<file path="config.mk">
export PLATFORM = sky130hd
export DESIGN_NAME = memory_request_unit
export DESIGN_NICKNAME = d
export VERILOG_FILES = /design/src/rtl/memory_request_unit_pkg.sv /design/src/rtl/memory_request_unit_load_align.sv /design/src/rtl/memory_request_unit.sv
export SDC_FILE = /design/constraint.sdc
export NUM_CORES = 1
export LEC_CHECK = 0
export ABC_AREA = 1
export CAP_MARGIN = 20
export CORE_MARGIN = 2
export CORE_UTILIZATION = 35
export DETAILED_ROUTE_END_ITERATION = 8
export PLACE_DENSITY_LB_ADDON = 0.3
export SLEW_MARGIN = 20
export SYNTH_ARGS = -nofsm -noshare
export SYNTH_HDL_FRONTEND = slang
export SYNTH_HIERARCHICAL = 1
export SYNTH_SLANG_ARGS = --single-unit
</file>
<file path="constraint.sdc">
create_clock -name clk -period 1.49 [get_ports clk]
set_input_delay 0.298 -clock clk [delete_from_list [all_inputs] [get_ports clk]]
set_output_delay 0.298 -clock clk [all_outputs]
set_load 0.01 [all_outputs]
</file>
<file path="src/rtl/memory_request_unit_pkg.sv">
// Shared core typedefs: pipeline stage command, memory-stage bus status and size codes.
// Also holds the store lane-replication helper used by the memory request unit.
package memory_request_unit_pkg;

    typedef enum logic [1:0] {
        NORMAL = 2'd0,
        STALL  = 2'd1,
        BUBBLE = 2'd2
    } pipeline_stat_t;

    typedef enum logic [1:0] {
        SM_IDLE = 2'd0,
        SM_ADDR = 2'd1,
        SM_DATA = 2'd2
    } memory_stat_t;

    localparam logic [1:0] MSIZE_B = 2'd0;
    localparam logic [1:0] MSIZE_H = 2'd1;
    localparam logic [1:0] MSIZE_W = 2'd2;

    // Store data arrives in the low bytes; the bus expects it on every lane.
    function automatic logic [31:0] replicateStore(input logic [1:0] size, input logic [31:0] wdata);
        case (size)
            MSIZE_B: replicateStore = {4{wdata[7:0]}};
            MSIZE_H: replicateStore = {2{wdata[15:0]}};
            default: replicateStore = wdata;
        endcase
    endfunction

endpackage

</file>
<file path="src/rtl/memory_request_unit_load_align.sv">
// mem_load_align: combinational lane select and zero/sign extension of raw load data.
module mem_load_align
    import memory_request_unit_pkg::*;
(
    input  logic [31:0] rawData,
    input  logic [1:0]  addrLow,
    input  logic [1:0]  size,
    input  logic        isSigned,
    output logic [31:0] result
);
    logic [7:0]  byteLane [4];
    logic [7:0]  byteSel;
    logic [15:0] halfSel;

    generate
        for (genvar gi = 0; gi < 4; gi++) begin : g_lane
            assign byteLane[gi] = rawData[8*gi +: 8];
        end
    endgenerate

    always_comb begin
        byteSel = byteLane[addrLow];
        halfSel = addrLow[1] ? rawData[31:16] : rawData[15:0];
        case (size)
            MSIZE_B: result = {{24{isSigned & byteSel[7]}}, byteSel};
            MSIZE_H: result = {{16{isSigned & halfSel[15]}}, halfSel};
            default: result = rawData;
        endcase
    end

endmodule

</file>
<file path="src/rtl/memory_request_unit.sv">
// Memory-stage data-bus initiator: issues one load/store per captured op on the SRAM-like bus.
// Optional MEM_ALIGN_CHECK_EN raises AdEL/AdES at capture and suppresses the access.
module memory_request_unit
    import memory_request_unit_pkg::*;
(
    input  logic           clk,
    input  logic           resetn,
    input  pipeline_stat_t MemoryStat,
    input  logic           in_valid,
    input  logic           in_wr,
    input  logic [1:0]     in_size,
    input  logic           in_signed,
    input  logic [31:0]    in_addr,
    input  logic [31:0]    in_wdata,
    input  logic           in_excp,
    output logic           data_req,
    output logic           data_wr,
    output logic [1:0]     data_size,
    output logic [31:0]    data_addr,
    output logic [31:0]    data_wdata,
    input  logic           data_addr_ok,
    input  logic           data_data_ok,
    input  logic [31:0]    data_rdata,
    output memory_stat_t   stat,
    output logic [31:0]    load_result,
    output logic           result_valid,
    output logic [1:0]     align_excp
);
    memory_stat_t stateReg, stateNext;
    logic         wrReg, signedReg, liveReg, resultValidReg;
    logic [1:0]   sizeReg;
    logic [31:0]  addrReg, wdataReg, loadResultReg, alignedData;
    logic         captureEn, bubbleEn, misaligned, opOk, dataDone;

    // A busy stage only accepts a new op once it is back in SM_IDLE; NORMAL while busy acts as STALL.
    assign captureEn = (MemoryStat == NORMAL) && (stateReg == SM_IDLE);
    assign bubbleEn  = (MemoryStat == BUBBLE);
    assign opOk      = in_valid && !in_excp && !misaligned;
    assign dataDone  = data_data_ok &&
                       (((stateReg == SM_ADDR) && data_addr_ok) || (stateReg == SM_DATA));

`ifdef MEM_ALIGN_CHECK_EN
    logic [1:0] alignExcpReg;

    assign misaligned = in_valid && !in_excp &&
                        (((in_size == MSIZE_H) && in_addr[0]) ||
                         ((in_size == MSIZE_W) && (in_addr[1:0] != 2'b00)));
    assign align_excp = alignExcpReg;

    always_ff @(posedge clk) begin
        if (!resetn) begin
            alignExcpReg <= 2'b00;
        end else if (captureEn) begin
            alignExcpReg <= misaligned ? {in_wr, !in_wr} : 2'b00;
        end else if (bubbleEn) begin
            alignExcpReg <= 2'b00;
        end
    end
`else
    assign misaligned = 1'b0;
    assign align_excp = 2'b00;
`endif

    always_ff @(posedge clk) begin
        if (!resetn) begin
            stateReg <= SM_IDLE;
        end else begin
            stateReg <= stateNext;
        end
    end

    // An accepted address means a live transaction, so even a BUBBLE must wait for its data phase.
    always_comb begin
        stateNext = stateReg;
        case (stateReg)
            SM_IDLE: if (captureEn) stateNext = opOk ? SM_ADDR : SM_IDLE;
            SM_ADDR: begin
                if (data_addr_ok) stateNext = data_data_ok ? SM_IDLE : SM_DATA;
                else if (bubbleEn) stateNext = SM_IDLE;
            end
            SM_DATA: if (data_data_ok) stateNext = SM_IDLE;
            default: stateNext = SM_IDLE;
        endcase
    end

    mem_load_align u_align (
        .rawData  (data_rdata),
        .addrLow  (addrReg[1:0]),
        .size     (sizeReg),
        .isSigned (signedReg),
        .result   (alignedData)
    );

    always_ff @(posedge clk) begin
        if (!resetn) begin
            wrReg          <= 1'b0;
            sizeReg        <= 2'd0;
            signedReg      <= 1'b0;
            addrReg        <= 32'd0;
            wdataReg       <= 32'd0;
            liveReg        <= 1'b0;
            loadResultReg  <= 32'd0;
            resultValidReg <= 1'b0;
        end else if (captureEn) begin
            wrReg          <= in_wr;
            sizeReg        <= in_size;
            signedReg      <= in_signed;
            addrReg        <= in_addr;
            wdataReg       <= replicateStore(in_size, in_wdata);
            liveReg        <= opOk;
            resultValidReg <= 1'b0;
        end else if (bubbleEn) begin
            // liveReg cleared here makes a draining data phase discard its data.
            wrReg          <= 1'b0;
            sizeReg        <= 2'd0;
            signedReg      <= 1'b0;
            addrReg        <= 32'd0;
            wdataReg       <= 32'd0;
            liveReg        <= 1'b0;
            resultValidReg <= 1'b0;
        end else if (dataDone && liveReg && !wrReg) begin
            loadResultReg  <= alignedData;
            resultValidReg <= 1'b1;
        end
    end

    assign data_req     = (stateReg == SM_ADDR);
    assign data_wr      = wrReg;
    assign data_size    = sizeReg;
    assign data_addr    = addrReg;
    assign data_wdata   = wdataReg;
    assign stat         = stateReg;
    assign load_result  = loadResultReg;
    assign result_valid = resultValidReg;

endmodule

</file>
Word level (Yosys, flattened, before mapping). Cells that the tools add are included.

Flip-flop bits (word level): 104. Bits of input ports: 108. Output and inout port bits: 105. Word-level logic and storage cells: 62.

Order comparisons: 1. Equal/unequal tests: 8. Mux-type cells: 21. Bitwise logic cells: 6. Reductions and logical operators: 17.

Operators with widths (count): $pmux W32 S2 (2); $mux W32 (3); $bmux W8 S2 (1); $mux W16 (1); $mux W8 (2); $mux W2 (6); $logic_not A2 Y1 (4); $eq A2 B1 Y1 const B (3); $logic_and A1 B1 Y1 (6); $pmux W2 S3 (1); $reduce_and A3 Y1 (2); $mux W1 (5); $eq A2 B2 Y1 const B (2); $ne A2 B2 Y1 const B (2); $ge A3 B3 Y1 const B (1); $ne A3 B1 Y1 const B (1); $not A1 Y1 (3); $not A2 Y3 (1); $reduce_or A3 Y1 (1); $and A1 B1 Y1 (2); $logic_not A1 Y1 (2); $reduce_bool A2 Y1 (1); $logic_or A1 B1 Y1 (1).

Longest topological paths before layout. Gate-level depths: netlist of the first run.

Word-level depth: 7. Depth in mapped cells: 13. Gate-level depth less buffers: 11.

Cells and area by module. The synthesis of the first run kept the hierarchy.

By module, submodules not included: memory_request_unit (instances 1, cells an instance 607, area each 4319.1 um2, seq. area each 2082.0 um2); mem_load_align (instances 1, cells an instance 153, area each 908.4 um2, seq. area each 0.0 um2).

Worst setup path after synthesis of the first run. No wires, ideal clock.

Kind: register to register. From: register addrReg[1] (netlist: data_addr[1]). To: register loadResultReg[19] (netlist: load_result[19]). Setup time: 0.113 ns. Arrival: 1.348 ns. Required time: 1.377 ns. Path slack: 0.029 ns. Stages on the path, launching flop included: 14. Buffers on the path: 2. Clock period less this slack: 1.461 ns. Cells stage by stage: dfxtp_1 -> buf_6 -> inv_8 -> nand2_2 -> nand2_2 -> nand2_2 -> nand2_2 -> nand2_4 -> buf_12 -> nand3_2 -> inv_1 -> nand4_1 -> nand2_1 -> nor2_1.

Cells in the longest elaborated chain, start to end: 6. Elaborated cells on any way between the ends: 8. Those cells by class: 5 x mux; 3 x bitwise.

Ends and longest elaborated chain: start: declaration (line memory_request_unit.sv:32) `logic [31:0] addrReg, wdataReg, loadResultReg, alignedData;`; start signal: assignment (line memory_request_unit.sv:108) `addrReg <= in_addr;`; $not A2 Y3 (not written as such) (line memory_request_unit_load_align.sv:22) `byteSel = byteLane[addrLow];`; $bmux W8 S2 (line memory_request_unit_load_align.sv:22); $mux W8 (not written as such) (2 in a row) (line memory_request_unit_load_align.sv:22); $and A1 B1 Y1 (line memory_request_unit_load_align.sv:25) `MSIZE_B: result = {{24{isSigned & byteSel[7]}}, byteSel};`; $pmux W32 S2 * (line memory_request_unit_load_align.sv:24) `case (size)`; named net alignedData[19] (line memory_request_unit.sv:32); end signal: assignment (line memory_request_unit.sv:122) `loadResultReg <= alignedData;`; end: declaration (line memory_request_unit.sv:32).

Mark *: on every way through the listed nets, which the timed path passes. The rest lies on a longest branch. The select of a mux whose other input is x is not followed. A chain may end at the register's enable or synchronous reset.

Final worst setup path of the first run.
From: register addrReg[1] (netlist: data_addr[1]). To: register loadResultReg[25] (netlist: load_result[25]).

The elaborated chain is that of the path after synthesis.

==> results of run 1 <==
flip-flops by register name (all words and copies together) (netlist names):
signal,flops
data_addr,32
data_size,2
data_wdata,32
data_wr,1
liveReg,1
load_result,32
result_valid,1
signedReg,1
stat,2
worst paths after layout:
kind / start / end / slack [ps] / cells past startpoint
worst min-delay path: resetn / liveReg / 330 / 3
worst max-delay path: data_addr[1] / load_result[25] / -1 / 13
worst max register to register: data_addr[1] / load_result[25] / -1 / 13
worst min register to register: data_addr[9] / data_addr[9] / 440 / 2
cell families (layout without fill, tap and decap cells):
kind of cell,after synthesis,after routing
DFF,104,104
other,1,2
AOI/OAI and AO/OA,32,32
and+or+nand+nor,524,524
buffers and inverters,99,333
what timing repair did:
| item | CTS | global route |
|---|---|---|
| cloned | 0 | 1 |
| pin swaps | 0 | 10 |
| resized for setup | 108 | 42 |
| buffers inserted | 2 | 6 |
| hold endpoints to repair | 0 | 0 |
| setup endpoints to repair | 124 | 33 |
layout make-up:
cell class	instances	area share
Multi-Input combinational cell	558	0.332
Sequential cell	104	0.256
Clock inverter	5	0.00998
Inverter	46	0.0230
Tap cell	184	0.0283
Clock buffer	11	0.0286
Timing Repair Buffer	271	0.322
stage by stage:
step,std cells,setup TNS (ps),worst slack [ps],utilization,hold WS [ps]
floorplan,761,0,28.7,-,376
global placement,1155,-14990,-239,0.533,427
detailed placement,1155,-16330,-259,0.533,432
CTS,1173,0,1.58,0.548,319
global route,1179,-1450,-90.3,0.558,339
finish,1179,-0.983,-0.983,0.558,327
where the power goes:
part / internal (µW) / switching, µW / leakage, µW
registers: 2870 / 50.5 / 0.000847
clock network: 1480 / 1080 / 0.000150
logic: 644 / 602 / 0.00312
total: 4990 / 1730 / 0.00412
layer usage:
layer | vias to the layer above | track usage | share of wire | wire (µm)
li1 | 2876 | - | - | -
met1 | 2535 | 0.251 | 0.42 | 7120
met2 | 203 | 0.318 | 0.45 | 7600
met3 | 25 | 0.0947 | 0.11 | 1880
met4 | 0 | 0.0666 | 0.022 | 371
met5 | - | 0 | 0 | 0
critical path, delay by kind of cell, from the launching register on:
kind	cells	cell delay, ps
simple gates	9	670
buf+inv	4	380
flops	1	340
layout by cell type, fill, tap and decap left out, drive strengths merged:
master / count
nand2: 251
nor2: 130
clkdlybuf4s50: 106
dfxtp: 104
dlygate4sd2: 100
nand3: 87
buf: 61
inv: 45
nand4: 32
o211ai: 15
clkbuf: 13
o21ai: 9
nor3: 8
and2: 7
or2: 7
a21oi: 4
clkinv: 3
nand3b: 2
conb: 2
bufinv: 2
clkdlybuf4s15: 2
o21bai: 1
a211oi: 1
o31ai: 1
clkinvlp: 1
a22oi: 1
==> metrics.md, run 1 <==
| Metric | Value |
|---|---|
| Area share of xor/xnor cells in the synthesized design | `0` |
| Upper clock frequency limit | `about 0.67 GHz` |
| Post-DP HPWL | `12.0 mm` |
| Total core area | `about 0.015 mm²` |
| Delay of the slowest cell on the worst path | `340 ps` |
| Unrepaired setup endpoints after global routing | `true` |
| Final Skew | `slightly below 6 ps` |
| Row count | `44` |
| Layout Area Growth over Synthesis | `55.9%` |
| First-pass GRT wire length | `between 20 and 30 mm` |
| Ratio of cells with drive above 1 in the final layout | `0.151` |
| Async S/R FF share, synth | `0` |
| Clock tree from TritonCTS | `built` |
| Power density of the placed cells | `between 800 and 900 mW/mm²` |
| Failing checks | `setup timing` |
| Worst setup path category | `register to register` |
| Post-detailed-route count of antenna-violating nets | `0` |
| Compound-Gate Fraction of Synth Area | `0.0404` |
| Maximum level of the CTS H-tree | `3` |
| Number of filler instances in the final layout | `around 1400` |
| Worst Slack Setup Final | `-0.983 ps` |
| Crit path time final | `1490 ps` |
| Number of nets in the layout | `approximately 1100` |
| Ordered cell list for the critical path | `buf_12, clkinv_8, nand2_4, nand2_4, nand2_4, nand2_4, nand2_8, buf_6, nand3_2, inv_2, nand4_1, nand2_1, nor2_1` |
| Remaining global-route overflow | `0` |
| Count of mapped cells out of synthesis | `760` |
| Number of unique standard cell types used by synthesis | `36` |
| Post-DR wirelength/cell | `14.4 µm` |
| LEAKAGE | `0.00412 µW` |
| CP required | `roughly 1700 ps` |
| Global routing usage summed across all routing layers | `0.204` |
| Most common cell on crit path | `sky130_fd_sc_hd__nand2_4` |
| Number of vias per cell | `between 4 and 5` |
| Clock latency reported for the late side of the worst-skew pair | `350 ps` |
| Share of synthesized cell area in full adder, half adder and majority cells | `0` |
| Maximum fanout along the worst path | `8` |
| Fin area | `between 0.008 and 0.009 mm²` |
| Die Outline Area | `between 0.015 and 0.02 mm²` |
| Yosys reg bits | `104` |
| Sinks on Clock Net | `104` |
| Number of CTS-inserted buffers | `9` |
| Antenna violations before repair | `0` |
| Placement-stage cell area | `roughly 0.0078 mm²` |
| Die span in y | `about 130 µm` |
| Result of the run | `finished with violations` |
| CTS root buffer | `sky130_fd_sc_hd__clkbuf_16` |
| Proportion of synthesized chip area in sequential cells | `0.398` |
| Number of detailed-routing iterations run before antenna repair | `4` |
| Remaining design rule violation count | `0` |
| Number of global-route vias before repair | `5208` |
| Synth area leader | `sky130_fd_sc_hd__dfxtp_1` |
| Count of vias placed by the detailed router | `between 5000 and 6000` |
| Main combinational cell family by area after synthesis | `simple AND/OR/NAND/NOR gates` |
| Worst vdd ir | `0.000563 V` |
| Clock-pin slew reported for the worst setup and hold paths after clock tree synthesis | `~70 ps` |
| Critical path's slowest cell | `sky130_fd_sc_hd__dfxtp_2` |
| EDFF count, synth | `0` |
| Register cell area after layout | `roughly 0.0021 mm²` |
| Antenna Cells | `0` |
| Maximum count of clock buffers along a single path | `2` |
| Share of cell area taken by muxes after synthesis | `0` |
| Area of the mapped netlist | `0.00523 mm²` |
| Most frequent cells after synthesis | `sky130_fd_sc_hd__nand2_1 (238), sky130_fd_sc_hd__nor2_1 (125), sky130_fd_sc_hd__dfxtp_1 (104)` |
| Overall power | `between 6000 and 7000 µW` |
| Number of maximum-capacitance constraint violations | `0` |
| Number of warnings printed during yosys synthesis | `6` |
| Iter 0 DRT Violations | `around 280` |
| Post-Route WL | `roughly 17 mm` |
| Worst min-delay path class | `input port to register` |
| Count leader, synth | `sky130_fd_sc_hd__nand2_1` |
| CTS Hold Bufs | `0` |
| PortBufs | `210` |
| Startpoint Class | `register` |
| Die X | `between 100 and 150 µm` |
| Most frequently used flop master after synthesis | `sky130_fd_sc_hd__dfxtp_1` |
| Number of ports placed on the die boundary | `~210` |
| Final GP Congestion | `roughly 0.85` |
| Final hold vios | `0` |
| Basic-gate share of the synthesized area counting and, or, nand and nor cells | `0.458` |
| Footprint of the multi-input gates | `between 0.002 and 0.003 mm²` |
| Portion of synthesized cell area occupied by the leading cell type | `0.398` |
| Element type at the critical path end | `register` |
| Initial core utilization | `0.358` |
| Endpoint arrival time on the critical path | `between 1500 and 2000 ps` |
| Leading cell types by total area after synthesis | `sky130_fd_sc_hd__dfxtp_1 (40%), sky130_fd_sc_hd__nand2_1 (17%), sky130_fd_sc_hd__nor2_1 (9.0%), sky130_fd_sc_hd__nand3_1 (6.3%), sky130_fd_sc_hd__nand3_2 (4.0%)` |
| Final period util | `1.00` |
| Total of endpoints with negative setup slack in the final report | `1` |
| Maximum number of pins on one net before global-route repair | `67` |
| Mean area per synthesized cell | `slightly below 7 µm²` |
| Max-slew violations | `0` |
Note: power is estimated with default switching activity, not from simulation.
==> inputs of run 2 (changes only) <==
--- a/config.mk
+++ b/config.mk
@@ -11,6 +11,7 @@
 export CORE_UTILIZATION = 35
 export DETAILED_ROUTE_END_ITERATION = 8
 export PLACE_DENSITY_LB_ADDON = 0.3
+export SKIP_LAST_GASP = 1
 export SLEW_MARGIN = 20
 export SYNTH_ARGS = -nofsm -noshare
 export SYNTH_HDL_FRONTEND = slang
==> run 2 against run 1 <==
Compared with the run above: the run now ends clean; via count is essentially flat; core utilization barely moved; count of clock-buffer cells in the layout did not move; global-route usage unchanged; first-iteration DRC count up 8.6%; clock power is essentially flat; final cell count unchanged; flip-flop and latch count did not move; hold slack about the same; worst setup slack improved by 3.4 ps; cell area is essentially flat; sequential share of layout area hardly changed; critical path type is now register to primary output; critical endpoint is now data_addr[1]; largest cell class unchanged.
==> metrics.md, run 2 (synthesis results as in run 1) <==
| Metric | Value |
|---|---|
| Sum of negative setup slack | `0 ps` |
| Count of vias placed by the detailed router | `around 5600` |
| Result of the run | `finished, final reports clean` |
| Clock latency reported for the late side of the worst-skew pair | `between 300 and 400 ps` |
| Overall power | `6710 µW` |
| Die Outline Area | `~0.016 mm²` |
| Maximum number of pins on one net before global-route repair | `67` |
| Initial core utilization | `0.358` |
| Number of nets in the layout | `approximately 1100` |
| Post-DR wirelength/cell | `around 14 µm` |
| Final period util | `0.998` |
| Upper clock frequency limit | `around 0.67 GHz` |
| Die X | `around 130 µm` |
| Endpoint arrival time on the critical path | `roughly 1200 ps` |
| Number of detailed-routing iterations run before antenna repair | `4` |
| Startpoint Class | `register` |
| Number of vias per cell | `around 4.8` |
| Post-Place Worst Slack | `-259 ps` |
| Post-DP HPWL | `about 12 mm` |
| Ratio of cells with drive above 1 in the final layout | `0.148` |
| Final GP Congestion | `between 0.8 and 0.9` |
| Crit path to | `data_addr[1]` |
| Global routing usage summed across all routing layers | `0.204` |
| LEAKAGE | `between 0.004 and 0.005 µW` |
| Worst Reg2Reg Path Length in Cells | `13` |
| Final Skew | `~6.5 ps` |
| Maximum fanout along the worst path | `8` |
| First-pass GRT wire length | `roughly 26 mm` |
| Max-slew violations | `0` |
| Row count | `44` |
| Post-Route WL | `16.9 mm` |
| Total of endpoints with negative setup slack in the final report | `0` |
| Element type at the critical path end | `primary output` |
| Worst setup path category | `register to primary output` |
| Worst Slack Setup Final | `2.40 ps` |
| Most frequent standard cell in the layout excluding fill and tap cells | `sky130_fd_sc_hd__nand2_1` |
| Total core area | `~0.015 mm²` |
| Beginning of the worst register-to-register path | `data_addr[1]` |
| Antenna Cells | `0` |
| Maximum level of the CTS H-tree | `3` |
| Start point of the critical path | `data_addr[1]` |
| Unrepaired setup endpoints after global routing | `true` |
| Power density of the placed cells | `824 mW/mm²` |
| Number of global-route vias before repair | `about 5200` |
| PortBufs | `210` |
| Crit path time final | `1490 ps` |
| Maximum count of clock buffers along a single path | `2` |
| Antenna violations before repair | `0` |
| Remaining global-route overflow | `0` |
| Clock tree from TritonCTS | `built` |
| Highest-count cells in the layout ignoring fill and taps | `sky130_fd_sc_hd__nand2_1 (235), sky130_fd_sc_hd__nor2_1 (122), sky130_fd_sc_hd__clkdlybuf4s50_1 (106), sky130_fd_sc_hd__dfxtp_1 (101), sky130_fd_sc_hd__dlygate4sd2_1 (101)` |
| Die span in y | `about 130 µm` |
| Post-detailed-route count of antenna-violating nets | `0` |
| Setup slack of the worst register-to-register path | `2 ps` |
| Sinks on Clock Net | `about 100` |
| Clock-pin slew reported for the worst setup and hold paths after clock tree synthesis | `~70 ps` |
| CTS root buffer | `sky130_fd_sc_hd__clkbuf_16` |
| CP required | `1190 ps` |
| Worst min-delay path class | `input port to register` |
| Final hold vios | `0` |
| Number of maximum-capacitance constraint violations | `0` |
| Remaining design rule violation count | `0` |
| Worst vdd ir | `~0.00056 V` |
| Number of ports placed on the die boundary | `roughly 210` |
| Number of CTS-inserted buffers | `9` |
| Layout Area Growth over Synthesis | `55.8%` |
| Worst R2R End | `load_result[25]` |
| Iter 0 DRT Violations | `302` |
==> run 2: cell types whose count changed in the layout (fill, tap and decap cells not counted), sizes merged <==
cell	change
clkbuf	-1
dlygate4sd2	+1
==> run 2: layout make-up <==
cell class / count / area, µm²
multi-input cells: 558 / 2700
inverters: 46 / 188
clock buffers: 11 / 233
fillers: 1439 / 6440
repair buffers: 271 / 2630
well taps: 184 / 230
clock inverters: 5 / 81.3
flip-flops and latches: 104 / 2090
==> run 2: power by group <==
group          total [µW]  switching [µW]  internal [µW]
clock                2550            1080           1480
sequential           2920            50.4           2870
combinational        1240             601            642
==> run 2: worst max-delay path: stages (launching register included) <==
cell,delay [ps]
sky130_fd_sc_hd__dfxtp_2,330
sky130_fd_sc_hd__buf_12,140
sky130_fd_sc_hd__buf_4,140
sky130_fd_sc_hd__clkdlybuf4s15_1,240
==> run 2: layer usage <==
layer	share of wire	routed length, µm	track usage
met5	0	0	0
met4	0.021	349	0.0666
met3	0.11	1790	0.0947
met2	0.45	7650	0.318
met1	0.42	7160	0.251
==> run 2: worst min path at each step <==
| stage | from | endpoint | depth (start not counted) |
|---|---|---|---|
| global placement | data_addr[29] | data_addr[29] | 2 |
| finish | resetn | liveReg | 3 |
| global route | resetn | liveReg | 3 |
| floorplan | data_data_ok | stat[1] | 1 |
| CTS | resetn | liveReg | 3 |
| detailed placement | data_wdata[7] | data_wdata[7] | 2 |
==> run 2: stage by stage <==
step	utilization	hold slack (ps)	cells	instance area, µm²
after floorplan	-	376	761	5230
after global placement	0.533	427	1155	7780
after detailed placement	0.533	432	1155	7780
after CTS	0.548	319	1173	7990
after global routing	0.558	339	1179	8140
final	0.558	327	1179	8140
==> run 2: repair_timing <==
| item | in CTS | in global routing |
|---|---|---|
| gates cloned | 0 | 1 |
| resized for setup | 107 | 37 |
| hold buffers | 0 | 0 |
| setup endpoints to repair | 124 | 33 |
| buffers inserted | 2 | 6 |
| pin swaps | 0 | 10 |
| hold endpoints to repair | 0 | 0 |
